==> config.mk <==
export PLATFORM = sky130hd
export DESIGN_NAME = servo_motion_sequencer
export DESIGN_NICKNAME = d
export VERILOG_FILES = /design/src/rtl/servo_motion_sequencer.sv
export SDC_FILE = /design/constraint.sdc
export NUM_CORES = 1
export LEC_CHECK = 0
export ABC_CLOCK_PERIOD_IN_PS = 7500
export BUFFER_PORTS_ARGS = -buffer_cell sky130_fd_sc_hd__buf_2
export CORE_ASPECT_RATIO = 1.4
export CORE_MARGIN = 4
export CORE_UTILIZATION = 60
export CTS_CLUSTER_DIAMETER = 120
export DETAILED_ROUTE_END_ITERATION = 10
export PLACE_DENSITY = 0.76
export SKIP_LAST_GASP = 1
export SYNTH_ARGS = -nofsm -noshare
export SYNTH_HDL_FRONTEND = slang
export SYNTH_SLANG_ARGS = --single-unit
==> constraint.sdc <==
create_clock -name clk -period 7.5 [get_ports clk]
set_input_delay 1.125 -clock clk [delete_from_list [all_inputs] [get_ports clk]]
set_output_delay 1.125 -clock clk [all_outputs]
set_load 0.02 [all_outputs]
==> src/rtl/servo_motion_sequencer.sv <==
// ---------------------------------------------------------------------------
// servo_motion_sequencer
//
// Sequences hobby-servo position commands. One command is accepted at a time;
// the commanded pulse width is slewed toward the target by at most
// STEP_CYCLES per frame, then held for a programmed number of dwell frames,
// after which a one-cycle done pulse is issued. The block owns the frame
// timebase, so pulse-width changes only ever land on frame boundaries and the
// downstream PWM generator never emits a partial pulse.
//
// Optional feature (compile-time macro SERVO_SEQ_ABORT_EN):
//   adds input cmd_abort, which cancels an in-flight command and freezes the
//   pulse width at its present value.
//
// Ports:
//   clk           in   1   clock
//   rst_n         in   1   asynchronous active-low reset
//   cmd_valid     in   1   command present
//   cmd_ready     out  1   command accepted when high together with cmd_valid
//   cmd_pos       in   3   target position 0..7
//   cmd_hold      in   8   dwell frames after the target is reached
//   cmd_abort     in   1   (SERVO_SEQ_ABORT_EN only) cancel current command
//   pulse_cycles  out 16   current pulse width in clock cycles
//   frame_start   out  1   high for the cycle in which the frame counter is 0
//   busy          out  1   high whenever the sequencer is not idle
//   done          out  1   one-cycle pulse when a command completes
//   state_dbg     out  2   current FSM state (0 idle, 1 move, 2 dwell)
// ---------------------------------------------------------------------------
module servo_motion_sequencer #(
    parameter int CLK_FREQ_HZ = 12000000,
    parameter int FRAME_US    = 20000,
    parameter int MIN_US      = 1000,
    parameter int MAX_US      = 2000,
    parameter int STEP_CYCLES = 120
) (
    input  logic        clk,
    input  logic        rst_n,
    input  logic        cmd_valid,
    output logic        cmd_ready,
    input  logic [2:0]  cmd_pos,
    input  logic [7:0]  cmd_hold,
`ifdef SERVO_SEQ_ABORT_EN
    input  logic        cmd_abort,
`endif
    output logic [15:0] pulse_cycles,
    output logic        frame_start,
    output logic        busy,
    output logic        done,
    output logic [1:0]  state_dbg
);

    localparam int CPU       = CLK_FREQ_HZ / 1000000;
    localparam int FRAME_CYC = FRAME_US * CPU;

    localparam logic [17:0] FRAME_LAST = 18'(FRAME_CYC - 1);
    localparam logic [15:0] MIN_CYC    = 16'(MIN_US * CPU);
    localparam logic [15:0] STEP16     = 16'(STEP_CYCLES);

    typedef enum logic [1:0] {
        ST_IDLE  = 2'd0,
        ST_MOVE  = 2'd1,
        ST_DWELL = 2'd2
    } state_t;

    // Target pulse width for a position. Positions 0..6 are spaced 125 us
    // apart from MIN_US; position 7 is pinned to MAX_US so the full range is
    // reachable regardless of how the spacing divides it.
    function automatic logic [15:0] pos_to_cycles(input logic [2:0] pos);
        int us;
        if (pos == 3'd7) begin
            us = MAX_US;
        end else begin
            us = MIN_US + 125 * int'(pos);
        end
        return 16'(us * CPU);
    endfunction

    // -----------------------------------------------------------------------
    // Frame timebase
    // -----------------------------------------------------------------------
    logic [17:0] frame_cnt;
    logic        boundary;

    // The boundary is the edge on which the counter wraps, so anything updated
    // on it becomes visible in the same cycle as frame_start.
    assign boundary    = (frame_cnt == FRAME_LAST);
    assign frame_start = (frame_cnt == 18'd0);

    always_ff @(posedge clk or negedge rst_n) begin
        if (!rst_n) begin
            frame_cnt <= '0;
        end else if (boundary) begin
            frame_cnt <= '0;
        end else begin
            frame_cnt <= frame_cnt + 18'd1;
        end
    end

    // -----------------------------------------------------------------------
    // Abort request (absent in the default build)
    // -----------------------------------------------------------------------
    logic abort_req;
`ifdef SERVO_SEQ_ABORT_EN
    assign abort_req = cmd_abort;
`else
    assign abort_req = 1'b0;
`endif

    // -----------------------------------------------------------------------
    // Sequencer state
    // -----------------------------------------------------------------------
    state_t      state, state_nx;
    logic [15:0] cur, cur_nx;
    logic [15:0] target, target_nx;
    logic [7:0]  cnt, cnt_nx;
    logic        done_q, done_nx;

    // Slew arithmetic, unsigned and compare-then-subtract so it never wraps.
    // The step is clipped to the remaining distance, which is what keeps cur
    // from overshooting the target.
    logic        going_up;
    logic [15:0] diff;
    logic [15:0] step;
    logic [15:0] slewed;

    always_comb begin
        going_up = (target >= cur);
        diff     = going_up ? (target - cur) : (cur - target);
        step     = (diff > STEP16) ? STEP16 : diff;
        slewed   = going_up ? (cur + step) : (cur - step);
    end

    // Handshake: a command transfers on a rising clk edge where cmd_valid and
    // cmd_ready are both high. cmd_ready is a pure function of the state (high
    // only in IDLE); cmd_valid seen while busy is dropped, never queued.
    always_comb begin
        state_nx  = state;
        cur_nx    = cur;
        target_nx = target;
        cnt_nx    = cnt;
        done_nx   = 1'b0;

        unique case (state)
            ST_IDLE: begin
                if (cmd_valid) begin
                    target_nx = pos_to_cycles(cmd_pos);
                    cnt_nx    = cmd_hold;
                    state_nx  = ST_MOVE;
                end
            end

            ST_MOVE: begin
                // Abort wins over a coincident boundary: no slew on that edge.
                if (abort_req) begin
                    state_nx = ST_IDLE;
                end else if (boundary) begin
                    cur_nx = slewed;
                    // A zero-distance move also lands here on its first
                    // boundary, so every command spends at least one frame.
                    if (slewed == target) begin
                        if (cnt == 8'd0) begin
                            state_nx = ST_IDLE;
                            done_nx  = 1'b1;
                        end else begin
                            state_nx = ST_DWELL;
                        end
                    end
                end
            end

            ST_DWELL: begin
                if (abort_req) begin
                    state_nx = ST_IDLE;
                end else if (boundary) begin
                    // cnt is at least 1 on entry; treating 0 like 1 keeps an
                    // impossible value from locking the FSM in DWELL.
                    if (cnt <= 8'd1) begin
                        state_nx = ST_IDLE;
                        done_nx  = 1'b1;
                    end else begin
                        cnt_nx = cnt - 8'd1;
                    end
                end
            end

            default: begin
                state_nx = ST_IDLE;
            end
        endcase
    end

    always_ff @(posedge clk or negedge rst_n) begin
        if (!rst_n) begin
            state  <= ST_IDLE;
            cur    <= MIN_CYC;
            target <= MIN_CYC;
            cnt    <= '0;
            done_q <= 1'b0;
        end else begin
            state  <= state_nx;
            cur    <= cur_nx;
            target <= target_nx;
            cnt    <= cnt_nx;
            done_q <= done_nx;
        end
    end

    assign cmd_ready    = (state == ST_IDLE);
    assign busy         = (state != ST_IDLE);
    assign done         = done_q;
    assign pulse_cycles = cur;
    assign state_dbg    = state;

endmodule

==> results of run 1 <==
-- cell usage after synthesis (all sizes together) (9+ instances only) --
cell	instances	area share, %
fa	9	2.7
buf	13	1.3
a21o	11	1.3
xnor2	38	5.0
o21ai	50	3.8
dfstp	14	5.6
nor2	59	3.3
inv	59	3.3
nor3	19	1.4
dfrtp	44	17
mux2	9	1.5
a31oi	12	1.1
a21oi	69	5.8
nor2b	11	1.0
nand4	13	1.2
xor2	36	4.8
nand3	30	2.5
clkbuf	16	0.91
nand2	71	4.0
ha	86	16
-- worst paths after layout --
kind	startpoint	end	slack [ps]	cells past startpoint
setup / recovery	pulse_cycles[13]$_DFFE_PN1P_	state_dbg[1]$_DFFE_PN0P_	380	32
hold / removal	frame_cnt[10]$_DFF_PN0_	frame_cnt[10]$_DFF_PN0_	480	1
setup reg to reg	pulse_cycles[13]$_DFFE_PN1P_	state_dbg[1]$_DFFE_PN0P_	380	32
hold reg to reg	frame_cnt[10]$_DFF_PN0_	frame_cnt[10]$_DFF_PN0_	480	1
max in group asynchronous	rst_n	pulse_cycles[0]$_DFFE_PN0P_	6060	2
min in group asynchronous	rst_n	cnt[6]$_DFFE_PN0P_	930	2
-- cell families (layout without fill, tap and decap cells) --
| logic type | Yosys count | after routing | share of synthesized area [%] |
|---|---|---|---|
| compound gates | 208 | 208 | 21.2 |
| fa+ha+maj | 95 | 95 | 19.0 |
| mux | 12 | 12 | 1.99 |
| flops | 58 | 58 | 22.2 |
| simple gates | 253 | 254 | 19.5 |
| xor+xnor | 76 | 76 | 10.5 |
| buf+inv | 89 | 122 | 5.60 |
-- power groups by stage --
stage	combinational [mW]	sequential [mW]	clock (mW)
2_1_floorplan	1.41	0.447	0
3_3_place_gp	1.77	0.468	0
4_1_cts	1.82	0.466	0.457
6_report	1.88	0.469	0.453
5_1_grt	2.06	0.475	0.472
3_5_place_dp	1.80	0.471	0
-- worst max-delay path, delay by kind of cell, from the launching register on --
family / cells / cell delay [ps]
compound gates: 12 / 2390
simple gates: 12 / 2250
fa+ha+maj: 3 / 1010
flops: 1 / 530
xor+xnor: 2 / 360
mux: 1 / 230
buf+inv: 2 / 200
-- flip-flops by register name, indices dropped and copies added (netlist names) --
register      count
cnt               8
done              1
frame_cnt        18
pulse_cycles     16
state_dbg         2
target           13
-- placed cells by master, fill, tap and decap left out, types with 5 or more instances in the layout --
cell type,n
a21o_1,10
a21oi_1,62
a21oi_2,5
a31oi_1,12
and3_1,5
buf_2,35
buf_4,11
clkbuf_16,9
dfrtp_1,43
dfstp_2,14
fa_1,9
ha_1,82
inv_1,59
mux2_2,9
nand2_1,71
nand2b_1,7
nand3_1,29
nand4_1,13
nor2_1,58
nor2b_1,11
nor3_1,18
o211ai_1,6
o21a_1,7
o21ai_0,44
o21ai_1,5
o21bai_1,7
xnor2_1,38
xor2_1,36
-- metrics by stage --
step / cells / util (%) / hold WS (ps)
3_3_place_gp: 948 / 63.8 / 474
6_report: 966 / 67.2 / 484
5_1_grt: 966 / 67.2 / 510
4_1_cts: 964 / 66.8 / 483
2_1_floorplan: 791 / - / 451
3_5_place_dp: 948 / 63.8 / 476
-- per-layer routing --
metal,up-vias,GRT usage [%],wire [um]
li1,2843,-,-
met1,2852,30.4,6760
met2,181,48.7,9110
met3,80,3.65,632
met4,0,15.7,1020
met5,-,0,0
-- final cells by class --
type / instances / area (um^2)
clock inverter: 6 / 90.1
inverter: 60 / 225
sequential: 58 / 1470
timing repair buffer: 46 / 258
tap: 141 / 176
fill: 925 / 3550
clock buffer: 10 / 239
multi-input combinational: 645 / 4810
-- what timing repair did --
item / CTS / global route
pin swaps: 0 / 3
resized for setup: 1 / 10
setup buffers: 0 / 1
cloned: 0 / 1
hold buffers: 0 / 0
endpoints found under the hold margin: 0 / 0
setup endpoints to repair: 2 / 3
==> key figures, run 1 <==
Die
  • Core area: between 10000 and 15000 um^2
  • Initial core utilization: approximately three fifths
  • Die Span Y: between 100 and 150 um
  • Die Area: ~13000 um^2
  • Ports: 36
  • Die span in x: 96.7 um
  • # rows: 45

Timing
  • Final setup fails: 0
  • Setup TNS: 0 ps
  • RSZ-0062 raised after global routing: false
  • Hold Fails Final Rpt: 0
  • Relative slew slack: between 40% and 50%
  • Max Freq: between 100 and 150 MHz
  • Worst Tran Pin Value: ~850 ps
  • Final worst slack: approximately 380 ps
  • Worst Skew: 6.21 ps
  • Tcrit/Tclk final: approximately 95%
  • Slew Limit Fails: 0
  • Tmin final: 7120 ps

Detailed routing
  • WL per Instance: 18.1 um
  • DRT iter0 DRCs: 291
  • Vias after detailed routing: a little under 6000
  • Final WL: 17500 um
  • Final ANT Viol Nets: 0
  • # DRC: 0
  • Drt via density: between 6 and 7
  • Total iterations of the first detailed-routing run: 5

Critical path
  • Most used cell, CP: nand2_1
  • Critical path fanouts, max: 12
  • Worst setup EP type: flop
  • Critical-path top delay cell: dfstp_2
  • Slowest cell delay on critical path: 530 ps
  • Required time worst endpoint: around 7700 ps
  • Kind of critical path: flop to flop
  • Worst setup SP type: flop
  • Worst path arrival time: 7330 ps

GRT
  • Number of global-route vias before repair: approximately 5900
  • Initial antenna violation count: 0
  • Overflow after GRT: 0
  • Total GRT Usage: a little over a quarter
  • Largest net degree at the start of global routing: 59
  • First-pass GRT wire length: about 29000 um

Logic synthesis
  • Syn Inst Count: approximately 790
  • Mapped Nets: 900
  • Library cells used by synthesis: 83
  • Mapped Area: about 6600 um^2
  • Synth warn: 0
  • Syn Area/Cell: roughly 8.4 um^2
  • Yosys reg bits: 58
  • EDFF count, synth: 0
  • Sequential share of the synthesized area: roughly 22%
  • Main synth FF type: dfrtp_1
  • Post-synth ARST share: between 90% and 100%

CTS
  • Clk slew on worst S/H paths: roughly 60 ps
  • CTS Buffer Depth: 2
  • Clk_lat worst skew: 330 ps
  • CTS tree: yes
  • H-tree Lvls: 3
  • Clock sinks: 58
  • Clock Root Buffer: clkbuf_16
  • Num CTS Buffers: 9

Placed design
  • Setup WS pre-CTS: -94.3 ps
  • Hpwl dp: 13700 um
  • Area after DPL: 6890 um^2
  • Port bufs: 35
  • Gpl congestion: between 0.9 and 1

Power and ir drop
  • Pwr per Cell Area: 386 nW/um^2
  • Comb power frac: 67.1%
  • Flop pwr share: approximately 17%
  • Clock share of power: approximately 16%
  • NetSw: 1.38 mW
  • Power consumption: between 2 and 3 mW
  • Int Pwr: between 1 and 1.5 mW
  • P_leak: 3.41 nW
  • Worst ir drop on vdd: around 0.22 mV
  • Switching part of the total: 49.3%

Status
  • Status: completed

Hold path
  • HP Class: flop to flop

Finish
  • Area Growth Syn to Fin: 9.88%
  • Post-route cell area: 7260 um^2
  • Share of cells above drive strength 1: between 10% and 20%
  • Ant diodes: 0
  • Nets@finish: 929

Run
  • Max-cap viol count: 0
Power figures use the tool's default switching activity.
==> inputs of run 2 (changes only) <==
--- a/config.mk
+++ b/config.mk
@@ -7,13 +7,15 @@
 export LEC_CHECK = 0
 export ABC_CLOCK_PERIOD_IN_PS = 7500
 export BUFFER_PORTS_ARGS = -buffer_cell sky130_fd_sc_hd__buf_2
-export CORE_ASPECT_RATIO = 1.4
+export CORE_ASPECT_RATIO = 0.75
 export CORE_MARGIN = 4
 export CORE_UTILIZATION = 60
 export CTS_CLUSTER_DIAMETER = 120
 export DETAILED_ROUTE_END_ITERATION = 10
+export GPL_TIMING_DRIVEN = 0
 export PLACE_DENSITY = 0.76
 export SKIP_LAST_GASP = 1
+export SLEW_MARGIN = 20
 export SYNTH_ARGS = -nofsm -noshare
 export SYNTH_HDL_FRONTEND = slang
 export SYNTH_SLANG_ARGS = --single-unit
==> key figures, run 2 (synthesized netlist as in run 1, its figures left out) <==
Timing
  • Final worst slack: 410 ps (+31.5 ps)
  • Worst Skew: 6.69 ps (+0.476 ps)
  • Tcrit/Tclk final: 94.5% (-0.42 points)
  • Slew Limit Fails: 0 (unchanged)
  • Hold Fails Final Rpt: 0 (unchanged)
  • Relative slew slack: 49.8% (+6.6 points)
  • Final setup fails: 0 (unchanged)
  • Worst Tran Pin Value: 753 ps (-97.4 ps)
  • Setup TNS: 0 ps (unchanged)
  • Tmin final: 7090 ps (-31.5 ps)
  • Worst Hold Slack: 483 ps (-1.02 ps)
  • Max Freq: 141 MHz (+0.45%)

Die
  • Ports: 36 (unchanged)
  • Core area: 10500 um^2 (-2.6%)
  • Die Area: 12800 um^2 (about the same)
  • Initial core utilization: 62.8% (+1.6 points)
  • Die span in x: 129 um (+34%)
  • # rows: 32 (-29%)
  • Die Span Y: 98.9 um (-25%)

Finish
  • Final Util: 69.4% (+2.2 points)
  • Area Growth Syn to Fin: 10.5%
  • Number of flip-flops in the largest register: 18 (unchanged)
  • Ant diodes: 0 (unchanged)
  • Commonest non-fill, non-tap cell in the layout: ha_1
  • Fillers: 874 (-5.5%)
  • Area of the multi-input gates: 4810 um^2 (+0.10%)
  • Most frequent cells in the layout: ha_1, nand2_1, a21oi_1, inv_1, nor2_1
  • Nets@finish: 946 (+1.8%)
  • Register area: 1470 um^2 (about the same)
  • Reg with most FFs: frame_cnt
  • Share of cells above drive strength 1: 15.0% (-0.31 points)

CTS
  • CTS Hold Buffers Added: 0 (unchanged)
  • Num CTS Buffers: 9 (unchanged)
  • Clock Root Buffer: clkbuf_16
  • CTS tree: yes
  • Clk_lat worst skew: 330 ps (about the same)
  • Clock sinks: 58 (unchanged)
  • CTS Buffer Depth: 2 (unchanged)
  • Clk slew on worst S/H paths: 60 ps (about the same)
  • H-tree Lvls: 3 (unchanged)

Placed design
  • Setup WS pre-CTS: -207 ps (-113 ps)
  • Port bufs: 35 (unchanged)
  • Hpwl dp: 13200 um (-3.9%)
  • Gpl congestion: 0.978 (+2.6%)

GRT
  • Largest net degree at the start of global routing: 59 (unchanged)
  • Initial antenna violation count: 0 (unchanged)
  • Total GRT Usage: 27.1% (-0.063 points)
  • Number of global-route vias before repair: 5628 (-4.4%)
  • First-pass GRT wire length: 28000 um (-2.2%)
  • Overflow after GRT: 0 (unchanged)

Critical path
  • Setup slack, reg-to-reg: 410 ps (+30 ps)
  • Worst r2r path cells: 32 (unchanged)
  • Kind of critical path: flop to flop
  • Worst setup EP type: flop
  • Critical-path top delay cell: dfstp_2
  • Required time worst endpoint: 7710 ps (about the same)
  • Worst path arrival time: 7300 ps (-30 ps)
  • Worst R2R End: state_dbg[0]$_DFFE_PN0P_
  • Critical path fanouts, max: 12 (unchanged)
  • Worst setup SP type: flop
  • Worst R2R Start: pulse_cycles[6]$_DFFE_PN1P_
  • Slowest cell delay on critical path: 600 ps (+70 ps)
  • Most used cell, CP: nand2_1

Hold path
  • Hold endpoint: frame_cnt[10]$_DFF_PN0_
  • Worst Hold Launch: frame_cnt[10]$_DFF_PN0_
  • Worst Hold Depth: 1 (unchanged)
  • HP Class: flop to flop

Detailed routing
  • Total iterations of the first detailed-routing run: 6 (+1)
  • Drt via density: 6.05 (-1.9%)
  • DRT iter0 DRCs: 340 (+17%)
  • Final WL: 16800 um (-4.2%)
  • # DRC: 0 (unchanged)
  • WL per Instance: 17.2 um (-5.4%)
  • Vias after detailed routing: 5914 (-0.71%)
  • Final ANT Viol Nets: 0 (unchanged)

Power and ir drop
  • P_leak: 3.42 nW (+0.28%)
  • Pwr per Cell Area: 375 nW/um^2 (-2.8%)
  • Worst ir drop on vdd: 0.154 mV (-30%)
  • Power consumption: 2.74 mW (-2.2%)

Run
  • Max-cap viol count: 0 (unchanged)

Status
  • Status: completed
[run 2: worst max path at each step]
stage                                     start                        to  slack [ps]  cells after the start
global route        pulse_cycles[6]$_DFFE_PN1P_  state_dbg[0]$_DFFE_PN0P_         -20                     32
CTS                 pulse_cycles[6]$_DFFE_PN1P_  state_dbg[0]$_DFFE_PN0P_          50                     32
finish              pulse_cycles[6]$_DFFE_PN1P_  state_dbg[0]$_DFFE_PN0P_         410                     32
global placement    pulse_cycles[6]$_DFFE_PN1P_  state_dbg[0]$_DFFE_PN0P_         -90                     33
floorplan           pulse_cycles[6]$_DFFE_PN1P_  state_dbg[0]$_DFFE_PN0P_         990                     33
detailed placement  pulse_cycles[6]$_DFFE_PN1P_  state_dbg[0]$_DFFE_PN0P_        -210                     33
[run 2: worst max-delay path, delay by kind of cell (launching register included)]
| kind | cells | cell delay, ps |
|---|---|---|
| buffers and inverters | 3 | 450 |
| flip-flops | 1 | 600 |
| AO/OA/AOI/OAI | 13 | 2450 |
| adder cells (fa/ha/maj) | 3 | 1000 |
| XOR/XNOR | 2 | 400 |
| AND/OR/NAND/NOR | 11 | 2040 |
[run 2: area by class of cell]
class	count	area share (%)
multi-input combinational	644	65.9
clock buffer	9	3.08
inverter	60	3.08
buffer	28	1.94
sequential	58	20.1
clock inverter	7	1.06
tap	136	2.33
timing repair buffer	36	2.54
[run 2: timing repair]
item,CTS,global route
pin swaps,0,2
gates resized for setup,1,11
setup buffers,0,1
endpoints found under the setup margin,3,3
hold endpoints to repair,0,0
[run 2: per-stage QoR]
stage | cells | cell area, um^2
floorplan | 791 | 6610
global placement | 962 | 6960
detailed placement | 962 | 6960
CTS | 977 | 7260
global route | 978 | 7300
finish | 978 | 7300
[run 2: per-layer routing]
metal / vias up / global-route usage, % / part of all wire (%)
li1: 2883 / - / -
met1: 2806 / 38.0 / 45
met2: 205 / 42.5 / 46
met3: 20 / 6.12 / 7.4
met4: 0 / 6.30 / 1.6
met5: - / 0 / 0
[run 2: power breakdown]
| group | switching [mW] | leakage, nW | internal [mW] |
|---|---|---|---|
| Sequential | 0.0877 | 0.712 | 0.390 |
| Clock | 0.164 | 0.135 | 0.259 |
| Combinational | 1.12 | 2.57 | 0.724 |
==> inputs of run 3 (changes only) <==
--- a/config.mk
+++ b/config.mk
@@ -5,8 +5,10 @@
 export SDC_FILE = /design/constraint.sdc
 export NUM_CORES = 1
 export LEC_CHECK = 0
+export ABC_AREA = 1
 export ABC_CLOCK_PERIOD_IN_PS = 7500
 export BUFFER_PORTS_ARGS = -buffer_cell sky130_fd_sc_hd__buf_2
+export CAP_MARGIN = 10
 export CORE_ASPECT_RATIO = 0.75
 export CORE_MARGIN = 4
 export CORE_UTILIZATION = 60
==> key figures, run 3 <==
Die
  • Initial core utilization: 63.0% (+0.18 points)
  • Die span in x: 133 um (+3.0%)
  • # rows: 33 (+3.1%)
  • Ports: 36 (unchanged)
  • Die Area: 13600 um^2 (+6.1%)
  • Core area: 11200 um^2 (+6.3%)
  • Die Span Y: 102 um (+3.0%)

Finish
  • Nets@finish: 1232 (+30%)
  • Final Util: 69.4% (+0.072 points)
  • Share of cells above drive strength 1: 10.1% (-4.9 points)
  • Commonest non-fill, non-tap cell in the layout: nand2_1
  • Reg with most FFs: frame_cnt
  • Fillers: 1019 (+17%)
  • Most frequent cells in the layout: nand2_1, inv_1, nor2_1, ha_1, nand3_1
  • Ant diodes: 0 (unchanged)
  • Area Growth Syn to Fin: 10.3%
  • Number of flip-flops in the largest register: 18 (unchanged)

CTS
  • Clock sinks: 58 (unchanged)
  • Resize count post-CTS: 0 (-1)
  • Clk slew on worst S/H paths: 60 ps (about the same)
  • CTS tree: yes
  • Num CTS Buffers: 9 (unchanged)
  • Post-CTS setup buffer count: 0 (unchanged)
  • H-tree Lvls: 3 (unchanged)
  • Clock Root Buffer: clkbuf_16
  • CTS Hold Buffers Added: 0 (unchanged)
  • Clk_lat worst skew: 330 ps (about the same)
  • CTS Buffer Depth: 2 (unchanged)

Logic synthesis
  • Mapped Nets: 1186 (+32%)
  • List of most frequent post-synthesis cells: nand2_1, inv_1, ha_1, nor2_1, nand3_1
  • Post-synth ARST share: 100% (unchanged)
  • Top cells by area, synth: nand2_1, dfrtp_1, ha_1
  • Sequential share of the synthesized area: 20.8% (-1.4 points)
  • Yosys reg bits: 58 (unchanged)
  • Synth warn: 0 (unchanged)
  • Post-synth top area cell: nand2_1
  • Syn Inst Count: 1077 (+36%)
  • Top-count cell post-synth: nand2_1
  • EDFF count, synth: 0 (unchanged)
  • Syn Area/Cell: 6.54 um^2 (-22%)
  • Main synth FF type: dfrtp_1
  • Mapped Area: 7050 um^2 (+6.6%)
  • Library cells used by synthesis: 55 (-34%)
  • Synth top area share: 16.4% (-0.24 points)

Timing
  • RSZ-0062 raised after global routing: false
  • Final worst slack: 564 ps (+153 ps)
  • Worst Tran Pin Value: 953 ps (+200 ps)
  • Max Freq: 144 MHz (+2.2%)
  • Tcrit/Tclk final: 92.5% (-2.0 points)
  • Hold Fails Final Rpt: 0 (unchanged)
  • Tmin final: 6940 ps (-153 ps)
  • Relative slew slack: 35.9% (-14 points)
  • Final setup fails: 0 (unchanged)
  • Worst Skew: 7.59 ps (+0.904 ps)
  • Setup TNS: 0 ps (unchanged)
  • Slew Limit Fails: 0 (unchanged)

Power and ir drop
  • Pwr per Cell Area: 370 nW/um^2 (-1.5%)
  • Worst ir drop on vdd: 0.277 mV (+80%)
  • P_leak: 4.20 nW (+23%)
  • Power consumption: 2.87 mW (+4.8%)

GRT
  • Initial antenna violation count: 0 (unchanged)
  • Total GRT Usage: 29.1% (+2.0 points)
  • First-pass GRT wire length: 31800 um (+14%)
  • Number of global-route vias before repair: 6466 (+15%)
  • Largest net degree at the start of global routing: 59 (unchanged)
  • Overflow after GRT: 0 (unchanged)

Critical path
  • CP Capture Point: state_dbg[0]$_DFFE_PN0P_
  • Critical-path top delay cell: dfstp_2
  • Worst R2R Start: pulse_cycles[7]$_DFFE_PN1P_
  • Worst r2r path cells: 42 (+31%)
  • Required time worst endpoint: 7720 ps (about the same)
  • Stages on worst setup path: 42 (+31%)
  • Worst path arrival time: 7160 ps (-140 ps)
  • Most used cell, CP: nand2_1
  • Setup slack, reg-to-reg: 560 ps (+150 ps)
  • Worst Setup SP: pulse_cycles[7]$_DFFE_PN1P_
  • Kind of critical path: flop to flop
  • Worst R2R End: state_dbg[0]$_DFFE_PN0P_
  • Slowest cell delay on critical path: 560 ps (-40 ps)
  • Worst setup EP type: flop
  • Bufs and invs on worst path: 4 (+1)
  • Critical path fanouts, max: 10 (-2)
  • Worst setup SP type: flop
  • Delay-heaviest family, CP: simple AND/OR/NAND/NOR gates

Status
  • Status: completed

Detailed routing
  • Final ANT Viol Nets: 0 (unchanged)
  • WL per Instance: 15.0 um (-12%)
  • # DRC: 0 (unchanged)
  • Vias after detailed routing: 7080 (+20%)
  • Final WL: 19300 um (+15%)
  • DRT iter0 DRCs: 587 (+73%)
  • Drt via density: 5.51 (-8.9%)
  • Total iterations of the first detailed-routing run: 6 (unchanged)

Placed design
  • Gpl congestion: 0.985 (+0.67%)
  • Setup WS pre-CTS: 791 ps (+998 ps)
  • Hpwl dp: 15600 um (+19%)
  • Port bufs: 35 (unchanged)

Run
  • Max-cap viol count: 0 (unchanged)

Hold path
  • HP Class: flop to flop
## run 3: cells by family (layout without fill, tap and decap cells)
kind of cell	count (synthesis)	in the layout	share of synthesized area, %
buffers and inverters	195	246	11.0
AND/OR/NAND/NOR	541	541	33.5
AO/OA/AOI/OAI	157	157	12.7
multiplexers	1	1	0.142
adder cells (fa/ha/maj)	95	95	17.8
flip-flops	58	58	20.8
XOR/XNOR	30	30	3.92
## run 3: layer usage
layer  global-route usage [%]  share of wire, %  up-vias
met3                     7.43                10       14
met1                     43.9                49     3267
met2                     42.6                40      251
li1                         -                 -     3548
met4                     5.30              0.88        0
met5                        0                 0        -
## run 3: how the worst min path moves through the flow
stage | from | end | slack [ps] | cells after the start
finish | frame_cnt[0]$_DFF_PN0_ | frame_cnt[0]$_DFF_PN0_ | 490 | 1
global route | frame_cnt[0]$_DFF_PN0_ | frame_cnt[0]$_DFF_PN0_ | 520 | 1
CTS | frame_cnt[0]$_DFF_PN0_ | frame_cnt[0]$_DFF_PN0_ | 490 | 1
detailed placement | frame_cnt[0]$_DFF_PN0_ | frame_cnt[0]$_DFF_PN0_ | 490 | 1
global placement | frame_cnt[0]$_DFF_PN0_ | frame_cnt[0]$_DFF_PN0_ | 480 | 1
floorplan | frame_cnt[0]$_DFF_PN0_ | frame_cnt[0]$_DFF_PN0_ | 450 | 1
## run 3: report_power, final
part           internal [mW]  switching [mW]
clock network          0.327           0.155
logic                  0.654            1.28
registers              0.389          0.0723
## run 3: layout make-up
type	instances	area, um^2	area share (%)
multi-input combinational	824	4800	61.8
sequential	58	1470	18.9
inverter	181	682	8.78
clock buffer	9	225	2.90
tap	157	196	2.53
timing repair buffer	35	178	2.29
clock inverter	7	125	1.61
buffer	14	91.3	1.18
## run 3: per-stage QoR
stage	hold slack, ps	instances	instance area [um^2]
after floorplan	454	1077	7050
after global placement	484	1269	7420
after detailed placement	488	1269	7420
after CTS	494	1285	7770
after global routing	522	1285	7770
final	494	1285	7770
## run 3: worst register-to-register path, delay by kind of cell, from the launching register on
kind,cells,cell delay (ps)
DFF,1,560
adders and majority gates,3,1150
buffers and inverters,4,420
AOI/OAI and AO/OA,5,1130
and+or+nand+nor,30,3610
